## config.mk

```make
export PLATFORM = sky130hd
export DESIGN_NAME = m_encoder
export DESIGN_NICKNAME = d
export VERILOG_FILES = /design/src/rtl/m_encoder_pkg.sv /design/src/rtl/m_encoder_imm_check.sv /design/src/rtl/m_encoder.sv
export SDC_FILE = /design/constraint.sdc
export NUM_CORES = 1
export LEC_CHECK = 0
export CORE_MARGIN = 1.5
export CORE_UTILIZATION = 54
export DETAILED_ROUTE_END_ITERATION = 8
export GPL_TIMING_DRIVEN = 0
export PLACE_DENSITY_LB_ADDON = 0.15
export SLEW_MARGIN = 15
export SYNTH_ARGS = -nofsm -noshare
export SYNTH_HDL_FRONTEND = slang
export SYNTH_HIERARCHICAL = 1
export SYNTH_SLANG_ARGS = --single-unit
```

## constraint.sdc

```tcl
create_clock -name clk -period 3.57 [get_ports clk]
set_input_delay 0.714 -clock clk [delete_from_list [all_inputs] [get_ports clk]]
set_output_delay 0.714 -clock clk [all_outputs]
set_load 0.02 [all_outputs]
```

## src/rtl/m_encoder_pkg.sv

```systemverilog
// Shared core package: instruction formats, decoded-instruction record, opcodes,
// and the RV32I field packer used by m_encoder.
package m_encoder_pkg;

  typedef enum logic [2:0] {
    FMT_R = 3'd0,
    FMT_I = 3'd1,
    FMT_S = 3'd2,
    FMT_B = 3'd3,
    FMT_U = 3'd4,
    FMT_J = 3'd5
  } e_format;

  typedef struct packed {
    e_format     format;
    logic [6:0]  opcode;
    logic [4:0]  rd;
    logic [4:0]  rs1;
    logic [4:0]  rs2;
    logic [2:0]  funct3;
    logic [6:0]  funct7;
    logic [31:0] imm;
  } s_decoded;

  localparam logic [6:0] OPC_OP     = 7'h33;
  localparam logic [6:0] OPC_OP_IMM = 7'h13;
  localparam logic [6:0] OPC_LOAD   = 7'h03;
  localparam logic [6:0] OPC_STORE  = 7'h23;
  localparam logic [6:0] OPC_BRANCH = 7'h63;
  localparam logic [6:0] OPC_LUI    = 7'h37;
  localparam logic [6:0] OPC_AUIPC  = 7'h17;
  localparam logic [6:0] OPC_JAL    = 7'h6F;
  localparam logic [6:0] OPC_JALR   = 7'h67;

  function automatic logic fmt_valid(input e_format f);
    return (f <= FMT_J);
  endfunction

  // Immediate bits outside each format's field are simply not selected.
  function automatic logic [31:0] pack_instr(input s_decoded d);
    logic [31:0] w;
    w = '0;
    case (d.format)
      FMT_R: w = {d.funct7, d.rs2, d.rs1, d.funct3, d.rd, d.opcode};
      FMT_I: w = {d.imm[11:0], d.rs1, d.funct3, d.rd, d.opcode};
      FMT_S: w = {d.imm[11:5], d.rs2, d.rs1, d.funct3, d.imm[4:0], d.opcode};
      FMT_B: w = {d.imm[12], d.imm[10:5], d.rs2, d.rs1, d.funct3,
                  d.imm[4:1], d.imm[11], d.opcode};
      FMT_U: w = {d.imm[31:12], d.rd, d.opcode};
      FMT_J: w = {d.imm[20], d.imm[10:1], d.imm[11], d.imm[19:12], d.rd, d.opcode};
      default: w = '0;
    endcase
    return w;
  endfunction

endpackage

```

## src/rtl/m_encoder_imm_check.sv

```systemverilog
// Immediate range/alignment check per instruction format.
// Compiled only when ENCODER_RANGE_CHECK_EN is defined.
`ifdef ENCODER_RANGE_CHECK_EN
module m_encoder_imm_check
  import m_encoder_pkg::*;
(
  input  e_format     format,
  input  logic [31:0] imm,
  output logic        ok
);

  always_comb begin
    ok = 1'b1;
    case (format)
      FMT_I, FMT_S: ok = (imm[31:11] == {21{imm[11]}});
      FMT_B:        ok = (imm[31:12] == {20{imm[12]}}) && !imm[0];
      FMT_U:        ok = (imm[11:0] == '0);
      FMT_J:        ok = (imm[31:20] == {12{imm[20]}}) && !imm[0];
      default:      ok = 1'b1;
    endcase
  end

endmodule
`endif

```

## src/rtl/m_encoder.sv

```systemverilog
// Two-stage valid/ready RV32I instruction encoder (inverse of the decoder).
// Define ENCODER_RANGE_CHECK_EN to flag out-of-range or misaligned immediates.
module m_encoder
  import m_encoder_pkg::*;
(
  input  logic        clk,
  input  logic        rst_n,
  input  logic        in_valid,
  output logic        in_ready,
  input  s_decoded    in_decoded,
  output logic        out_valid,
  input  logic        out_ready,
  output logic [31:0] out_instr,
  output logic        out_err
);

  logic        s1_valid_q, s1_valid_d;
  s_decoded    s1_rec_q,   s1_rec_d;
  logic        s1_err_q,   s1_err_d;
  logic        s2_valid_q, s2_valid_d;
  logic [31:0] s2_instr_q, s2_instr_d;
  logic        s2_err_q,   s2_err_d;
  logic        s2_can_load;
  logic        range_ok;

`ifdef ENCODER_RANGE_CHECK_EN
  m_encoder_imm_check u_imm_check (
    .format (in_decoded.format),
    .imm    (in_decoded.imm),
    .ok     (range_ok)
  );
`else
  assign range_ok = 1'b1;
`endif

  always_comb begin
    s1_valid_d = s1_valid_q;
    s1_rec_d   = s1_rec_q;
    s1_err_d   = s1_err_q;
    s2_valid_d = s2_valid_q;
    s2_instr_d = s2_instr_q;
    s2_err_d   = s2_err_q;

    s2_can_load = !s2_valid_q || out_ready;
    in_ready    = !s1_valid_q || s2_can_load;

    // S1 reloads whenever it is free or draining this cycle; an empty load clears it.
    if (in_ready) begin
      s1_valid_d = in_valid;
      s1_rec_d   = in_decoded;
      s1_err_d   = !fmt_valid(in_decoded.format) || !range_ok;
    end

    if (s2_can_load) begin
      s2_valid_d = s1_valid_q;
      s2_err_d   = s1_valid_q && s1_err_q;
      s2_instr_d = (s1_valid_q && !s1_err_q) ? pack_instr(s1_rec_q) : '0;
    end
  end

  always_ff @(posedge clk or negedge rst_n) begin
    if (!rst_n) begin
      s1_valid_q <= 1'b0;
      s1_rec_q   <= '0;
      s1_err_q   <= 1'b0;
      s2_valid_q <= 1'b0;
      s2_instr_q <= '0;
      s2_err_q   <= 1'b0;
    end else begin
      s1_valid_q <= s1_valid_d;
      s1_rec_q   <= s1_rec_d;
      s1_err_q   <= s1_err_d;
      s2_valid_q <= s2_valid_d;
      s2_instr_q <= s2_instr_d;
      s2_err_q   <= s2_err_d;
    end
  end

  assign out_valid = s2_valid_q;
  assign out_instr = s2_instr_q;
  assign out_err   = s2_err_q;

endmodule
```

==> run summary <==
Final WL: 10420 um
Post-Synthesis Cells: 329
Power Density: 469.1 nW/um^2
Vias/cell: 5.513
Max Transition Viols Final: 0
Clk Latency, worst-skew pair: 370 ps
Seq/Total Area, Yosys: 56.12%
CP Launch Type: input port
Overflow left after global routing: 0
H-tree level count: 3
Initial antenna violation count: 0
Largest net degree at the start of global routing: 59
Sequential cell area: 2577 sq um
Area share of fa/ha/maj cells after synthesis: 0%
# IOs: 106
Crit path max fanout: 10
DP HPWL: 7292 um
Commonest non-fill, non-tap cell in the layout: clkdlybuf4s50_1
Mux contribution to synthesized area: 22.94%
ANT cells: 0
DR WL/cell: 18.74 um
First drt pass iteration count: 4
CP endpoint kind: output port
Number of CTS-inserted buffers: 9
Multi-input logic area: 1833 sq um
Worst VDD drop: 0.2425 mV
HP Class: in -> async
FP Rows: 33
Die Area: 9068 sq um
Share of layout cells above drive strength 1: 22.62%
Non-filler cells, final: 556
Flops & latches, synth: 103
Post-route clock period utilization: 86.73%
Skew final: 13.00 ps
Starting Density: 55.90%
DP Cell Count: 540
Critical Path RT: 2860 ps
Syn Nets: 400
Final Instance Area: 6023 sq um
Area contributors post-synth: dfrtp_1 (56%), mux2_4 (21%), a22o_1 (2.9%)
Area of the mapped netlist: 4593 sq um
Clock transition at the registers of the reported paths: 100 ps
Post-synth cell types: 28
Most frequent cells in the layout: clkdlybuf4s50_1 (104), dfrtp_1 (103), mux2_4 (64)
Root buffer cell: clkbuf_8
Mean Syn Cell Area: 13.96 sq um
Post-synthesis xor/xnor area fraction: 0%
Final hold violation count: 0
Tmin final: 3096 ps
Nets@finish: 517
Die X: 95.23 um
Die height: 95.23 um
Leak Pwr: 2.751 nW
Port bufs: 105
Cts repair resizes: 0
GRT Util Overall: 25.21%
Clk sinks: 103
RSZ-0062 raised after global routing: false
Largest area contributor in the netlist: dfrtp_1
Cell Area, Placed: 5804 sq um
Largest family of logic cells by synthesized area: multiplexers
Endpoints failing setup: 0
DRT antenna net count: 0
Max_cap viols: 0
Area growth, synth to finish: 31.14%
Arr. time, crit path: 2380 ps
Simple-gate share of the synthesized area: 6.211%
WS Path Type: in -> out
Hold-fix buffers at CTS: 0
Post-CTS setup buffers: 0
Worst-Margin Slew: 537.9 ps
CTS tree: done
Vias: 3065
Initial DRC count: 140
Core outline area: 8217 sq um
Post-synthesis compound-gate area fraction: 10.76%
Clock buffer depth: 2
Top-area cell type share of the netlist area: 56.12%
Fmax: 323.0 MHz
Outcome: finished clean
Global-route wire length before repair: 16740 um
Max-slew headroom: 64.14%
Vias in the first global route: 3203
Synth warn: 6
GPL Wtd Cong: 0.8650
DRC violations left: 0
Fill count: 559
[logic make-up (layout without fill, tap and decap cells)]
family,Yosys count,in the layout
buffers and inverters,27,149
and+or+nand+nor,50,50
AOI/OAI and AO/OA,76,76
muxes,73,73
DFF,103,103
[routing by layer]
metal / GRT usage [%] / part of all wire (%)
met5: 0 / 0
met4: 7.960 / 0.87
met3: 4.625 / 5.6
met2: 40.13 / 49
met1: 35.07 / 45
[cell type report]
type / instances / area share [%]
timing repair buffer: 106 / 17.93
buffer: 24 / 2.846
multi-input combinational: 199 / 30.43
clock buffer: 9 / 2.057
tap: 105 / 2.181
clock inverter: 7 / 1.579
sequential: 103 / 42.79
inverter: 3 / 0.1870
[critical path: stages]
cell             delay [ps]
clkdlybuf4s50_1         470
nor2b_1                  50
buf_4                   190
nand2_4                 160
buf_6                   180
clkdlybuf4s50_1         620
[flip-flops by register name (all words and copies together), names as in the netlist]
name        count
out_valid       1
out_err         1
s1_err_q        1
s1_valid_q      1
out_instr      32
s1_rec_q       67
[power breakdown]
part	internal [W]	switching (W)
Combinational	0.000361	0.000292
Clock	0.000398	0.000406
Sequential	0.00129	0.0000794
[per-stage QoR]
stage | TNS, ps | utilization [%] | hold WS, ps | setup slack (ps) | total power, W
global route | 0 | 73.31 | 281.7 | 406.5 | 0.002948
detailed placement | 0 | 70.64 | 466.4 | 483.4 | 0.002044
finish | 0 | 73.31 | 255.8 | 473.8 | 0.002826
floorplan | 0 | - | 418.4 | 1628 | 0.001751
global placement | -200970 | 70.29 | 460.3 | -1957 | 0.002023
CTS | 0 | 73.31 | 265.5 | 469.3 | 0.002840
[Yosys cell counts (all sizes together)]
library cell / instances
nand2: 18
mux2: 66
nor4b: 5
a22o: 15
inv: 3
o21ai: 21
clkbuf: 7
nor3: 1
nand2b: 4
and3: 1
a32oi: 4
nand3: 2
a22oi: 10
o31ai: 5
nor2b: 15
dfrtp: 103
buf: 17
nor3b: 1
o22ai: 4
and2b: 2
mux2i: 7
a21oi: 17
nor2: 1
[path summary, 6_finish.rpt]
path / endpoint / cells past startpoint / slack, ps / start
min in group clk: out_err / 2 / 490 / out_err
worst max-delay path: in_ready / 6 / 470 / out_ready
worst min register to register: out_err / 2 / 490 / out_err
worst min-delay path: s1_rec_q[59] / 1 / 260 / rst_n
max in group asynchronous: s1_rec_q[4] / 2 / 2690 / rst_n
worst max register to register: out_instr[14] / 4 / 1970 / s1_valid_q
Note: power is estimated with default switching activity, not from simulation.
